[src/rtl/ex_operand_stage.sv]
// ID/EX operand stage: latches decoded operands/control, forwards from MEM/WB,
// detects load-use hazards and inserts bubbles on flush or hazard.
module ex_operand_stage (
  input  logic        i_clk,
  input  logic        i_rst,
  input  logic        i_id_valid,
  input  logic [31:0] i_id_rs_data,
  input  logic [31:0] i_id_rt_data,
  input  logic [31:0] i_id_imm,
  input  logic [4:0]  i_id_rs,
  input  logic [4:0]  i_id_rt,
  input  logic [4:0]  i_id_rd,
  input  logic [1:0]  i_id_aluc,
  input  logic        i_id_alusrc,
  input  logic        i_id_uses_rt,
  input  logic        i_id_regwrite,
  input  logic        i_id_memread,
  input  logic        i_id_memwrite,
  input  logic        i_stall,
  input  logic        i_flush,
  input  logic        i_mem_regwrite,
  input  logic [4:0]  i_mem_rd,
  input  logic [31:0] i_mem_result,
  input  logic        i_wb_regwrite,
  input  logic [4:0]  i_wb_rd,
  input  logic [31:0] i_wb_result,
  output logic [31:0] o_ex_a,
  output logic [31:0] o_ex_b,
  output logic [1:0]  o_ex_aluc,
  output logic [31:0] o_ex_store_data,
  output logic [4:0]  o_ex_rd,
  output logic        o_ex_valid,
  output logic        o_ex_regwrite,
  output logic        o_ex_memread,
  output logic        o_ex_memwrite,
  output logic        o_hazard
);

  typedef struct packed {
    logic        valid;
    logic [31:0] rs_data;
    logic [31:0] rt_data;
    logic [31:0] imm;
    logic [4:0]  rs;
    logic [4:0]  rt;
    logic [4:0]  rd;
    logic [1:0]  aluc;
    logic        alusrc;
    logic        regwrite;
    logic        memread;
    logic        memwrite;
  } ex_regs_t;

  ex_regs_t    r_ex;
  ex_regs_t    w_nxt;
  logic [31:0] w_fwd_a;
  logic [31:0] w_fwd_b;
  logic        w_hazard;

  // MEM beats WB; register 0 is hardwired and never forwarded.
  function automatic logic [31:0] fwd_sel(
    input logic [4:0]  idx,
    input logic [31:0] raw,
    input logic        mem_we,
    input logic [4:0]  mem_rd,
    input logic [31:0] mem_res,
    input logic        wb_we,
    input logic [4:0]  wb_rd,
    input logic [31:0] wb_res
  );
    if (mem_we && (mem_rd != 5'd0) && (mem_rd == idx)) begin
      fwd_sel = mem_res;
    end else if (wb_we && (wb_rd != 5'd0) && (wb_rd == idx)) begin
      fwd_sel = wb_res;
    end else begin
      fwd_sel = raw;
    end
  endfunction

  assign w_fwd_a = fwd_sel(r_ex.rs, r_ex.rs_data, i_mem_regwrite, i_mem_rd, i_mem_result,
                           i_wb_regwrite, i_wb_rd, i_wb_result);
  assign w_fwd_b = fwd_sel(r_ex.rt, r_ex.rt_data, i_mem_regwrite, i_mem_rd, i_mem_result,
                           i_wb_regwrite, i_wb_rd, i_wb_result);

  assign w_hazard = ~i_flush & i_id_valid & r_ex.valid & r_ex.memread & (r_ex.rd != 5'd0) &
                    ((r_ex.rd == i_id_rs) | (i_id_uses_rt & (r_ex.rd == i_id_rt)));

  // Next EX contents: flush > stall > hazard bubble > load from decode.
  always_comb begin
    w_nxt = r_ex;
    if (i_flush) begin
      w_nxt = '0;
    end else if (i_stall) begin
      // Re-capture forwarded data so a WB result retiring during the stall is kept.
      w_nxt.rs_data = w_fwd_a;
      w_nxt.rt_data = w_fwd_b;
    end else if (w_hazard) begin
      w_nxt = '0;
    end else begin
      w_nxt.valid    = i_id_valid;
      w_nxt.rs_data  = i_id_rs_data;
      w_nxt.rt_data  = i_id_rt_data;
      w_nxt.imm      = i_id_imm;
      w_nxt.rs       = i_id_rs;
      w_nxt.rt       = i_id_rt;
      w_nxt.rd       = i_id_rd;
      w_nxt.aluc     = i_id_aluc;
      w_nxt.alusrc   = i_id_alusrc;
      w_nxt.regwrite = i_id_valid & i_id_regwrite;
      w_nxt.memread  = i_id_valid & i_id_memread;
      w_nxt.memwrite = i_id_valid & i_id_memwrite;
    end
  end

  // EX register set.
  always_ff @(posedge i_clk or posedge i_rst) begin
    if (i_rst) begin
      r_ex <= '0;
    end else begin
      r_ex <= w_nxt;
    end
  end

  assign o_ex_a          = w_fwd_a;
  assign o_ex_b          = r_ex.alusrc ? r_ex.imm : w_fwd_b;
  assign o_ex_store_data = w_fwd_b;
  assign o_ex_aluc       = r_ex.aluc;
  assign o_ex_rd         = r_ex.rd;
  assign o_ex_valid      = r_ex.valid;
  assign o_ex_regwrite   = r_ex.regwrite;
  assign o_ex_memread    = r_ex.memread;
  assign o_ex_memwrite   = r_ex.memwrite;
  assign o_hazard        = w_hazard;

endmodule

[config.mk]
export PLATFORM = sky130hd
export DESIGN_NAME = ex_operand_stage
export DESIGN_NICKNAME = d
export VERILOG_FILES = /design/src/rtl/ex_operand_stage.sv
export SDC_FILE = /design/constraint.sdc
export NUM_CORES = 1
export LEC_CHECK = 0
export BUFFER_PORTS_ARGS = -buffer_cell sky130_fd_sc_hd__clkbuf_2
export CAP_MARGIN = 25
export CORE_ASPECT_RATIO = 0.9
export CORE_MARGIN = 5
export CORE_UTILIZATION = 34
export CTS_CLUSTER_SIZE = 28
export DETAILED_ROUTE_END_ITERATION = 6
export SLEW_MARGIN = 20
export SYNTH_ARGS = -nofsm -noshare
export SYNTH_HDL_FRONTEND = slang
export SYNTH_SLANG_ARGS = --single-unit
[constraint.sdc]
create_clock -name i_clk -period 5.06 [get_ports i_clk]
set_input_delay 0.759 -clock i_clk [delete_from_list [all_inputs] [get_ports i_clk]]
set_output_delay 0.759 -clock i_clk [all_outputs]
set_load 0.02 [all_outputs]
==> results.md <==
- Rows: 50
- RSZ-0062 raised after global routing: no
- Gpl congestion: 0.8430
- Power per Cell Area: 321.3 nW/µm²
- Reg2reg setup slack: 2.17 ns
- Hold buffer count at cts: 0
- Initial Util: 34.88%
- Io pins: 307
- Period utilization: 82.55%
- CP Data Arrival Time: 3.42 ns
- Clk_skew: 0.008387 ns
- Number of global-route vias before repair: 7,925
- Status: finished, final reports clean
- Worst R2R Path Depth: 5
- Crit end category: primary output
- Post-Route WL: 30,780 µm
- Async set-reset flop share out of synthesis: 100.0%
- Avg Inst Size Synth: 9.288 µm²
- CTS Root Cell: clkbuf_16
- DR WL/cell: 23.28 µm
- Clock Sinks: 118
- IO Port Bufs: 306
- Setup TNS: 0 ns
- Final instance area: 9702 µm²
- Die H: 149.1 µm
- Initial antenna violation count: 0
- Layout cells sized above 1: 40.64%
- Initial DRC Count: 554
- Slew Limit Fails: 0
- DP Wirelength: 20,930 µm
- Critical Path RT: 4.30 ns
- Final ANT Viol Nets: 0
- Cell Count, Final, Fillers Out: 1,322
- Synth Flop Type: dfrtp_1
- Syn nets: 986
- Seq/Total Area, Yosys: 40.40%
- Max Cap Viol: 0
- Fin. Hold Viols: 0
- Slew headroom: 35.96%
- Largest stage delay, worst path: 0.74 ns
- # placed instances: 1,291
- Skew-Pair Late Insertion Delay: 0.43 ns
- Final WS setup: 0.8830 ns
- First-pass GRT wire length: 46,300 µm
- Least-Margin Pin Slew: 0.9591 ns
- Cell Chain, Critical Path: clkbuf_2 -> xor2_4 -> buf_4 -> or2_2 -> o31ai_1 -> a31oi_1 -> mux2_2 -> clkbuf_2
- H-tree depth: 4
- CP max-delay cell: or2_2
- Startpoint types: input pin
- Critical path class: input pin to primary output
- Clock tree buffer depth: 2
- Tmin final: 4.177 ns
- Post-synth EDFFs: 0
- DRC Markers: 0
- Area of the die: 24,540 µm²
- Static Leak: 4.359 nW
- Largest net degree at the start of global routing: 81
- RR Startpoint: r_ex[17]
- Area delta synth->final: 32.73%
- Post_cts resized: 0
- #FFs+latches synth: 118
- Die X-Extent: 164.6 µm
- Final Setup Violations: 0
- Syn Inst Count: 787
- Critical path peak fanout: 33
- TritonRoute pass-1 iters: 5
- Post-synth cell types: 31
- CP most frequent cell: clkbuf_2
- Setup bufs post-CTS: 0
- Reg-to-reg critical path endpoint: r_ex[85]
- Final Net Count: 1,223
- Ant diodes: 0
- CTS tree: done
- Placeable Area: 20,960 µm²
- DR vias/cell: 5.914
- Synth Cell Area: 7310 µm²
- Maximum VDD drop: 0.1623 mV
- Routed vias: 7,818
- GRT overflow: 0
- Synth Warn #: 0
- Tot Pwr: 3.118 mW
- Gr usage total: 24.38%
- Setup WS pre-CTS: 0.8981 ns
- Hold WS: 0.4600 ns
- DP Area: 9062 µm²
- FMAX: 0.2394 GHz
- Layout Utilization: 46.29%
- Clock-pin transition on the worst setup and hold timing paths: 0.06 ns
- Num CTS Buffers: 17
- Worst Hold Class: input pin to asynchronous set/reset pin
logic make-up after synthesis:
family	Yosys count	synth area share (%)
AOI/OAI and AO/OA	254	28.12
xor gates and xnor gates	30	3.595
buffers and inverters	109	6.607
DFF	118	40.40
muxes	32	4.930
and+or+nand+nor	244	16.35
report_power, final:
group          total [mW]  switching, mW  internal, mW  leakage, nW
Combinational       0.745          0.491         0.254         2.49
Clock                1.33          0.472         0.862        0.301
Sequential           1.04         0.0391          1.00         1.57
synthesized netlist by cell type, types with 3 or more instances:
library cell / number / area (µm²)
xnor2_1: 20 / 175.2
buf_1: 4 / 15.01
a32o_1: 3 / 30.03
nor4_1: 65 / 406.6
a22o_1: 115 / 1007
a211oi_1: 3 / 22.52
buf_2: 17 / 85.08
clkbuf_1: 74 / 277.8
buf_4: 10 / 75.07
nand2_1: 99 / 371.6
mux2_2: 32 / 360.4
nand4_1: 3 / 18.77
xor2_1: 10 / 87.58
o31ai_1: 64 / 480.5
a31oi_1: 53 / 331.6
dfrtp_1: 118 / 2953
a31oi_2: 11 / 137.6
nor3_1: 65 / 325.3
cell usage in the layout, fill, tap and decap left out, types with 2 or more instances in the layout:
cell / instances
o211ai_4: 2
a22o_1: 115
or3_2: 2
nor4_1: 65
xor2_4: 6
or2_2: 4
buf_4: 18
xor2_1: 4
mux2_2: 32
a31oi_1: 53
nor2_1: 2
a31oi_2: 11
clkbuf_8: 3
nand3_1: 2
a211oi_4: 3
clkinvlp_4: 4
nand2_1: 99
clkbuf_2: 306
dfrtp_1: 117
xnor2_1: 20
nor3_1: 65
bufinv_16: 4
a32o_1: 3
clkbuf_16: 17
inv_6: 2
o31ai_1: 64
nand4_1: 3
critical path, delay by kind of cell:
kind            cells  cell delay [ns]
compound gates      2             0.75
xor+xnor            1             0.16
buf+inv             3             0.70
mux                 1             0.28
simple gates        1             0.74
area by class of cell:
type / instances / area [µm²]
fillers: 2079 / 11260
repair buffers: 325 / 1687
clock buffers: 20 / 466.7
well taps: 286 / 357.8
inverters: 2 / 12.51
clock inverters: 11 / 172.7
multi-input cells: 560 / 4051
flip-flops and latches: 118 / 2954
flip-flops by register name, summed over array words and instances, names as in the netlist:
| name | count |
|---|---|
| o_ex_aluc | 2 |
| r_ex | 107 |
| o_ex_rd | 5 |
| o_ex_valid | 1 |
| o_ex_regwrite | 1 |
| o_ex_memread | 1 |
| o_ex_memwrite | 1 |
worst max-delay path by stage:
stage                      from            to  slack (ns)  depth (start not counted)
global placement    i_mem_rd[1]    o_ex_b[19]        0.90                          7
finish               i_wb_rd[3]    o_ex_b[19]        0.88                          8
detailed placement  i_mem_rd[1]    o_ex_b[19]        0.90                          7
CTS                 i_mem_rd[1]    o_ex_b[19]        0.89                          7
global route         i_wb_rd[1]     o_ex_a[0]        0.77                          6
floorplan                 i_rst  o_ex_aluc[0]        1.17                          1
layer usage:
layer	vias to the layer above	wire [µm]	global-route usage, %
met3	45	3401	7.930
li1	3504	-	-
met5	-	0	0
met2	478	14180	38.61
met4	0	566	6.653
met1	3791	12630	32.08
No activity file was read; power rests on OpenSTA's default activity.
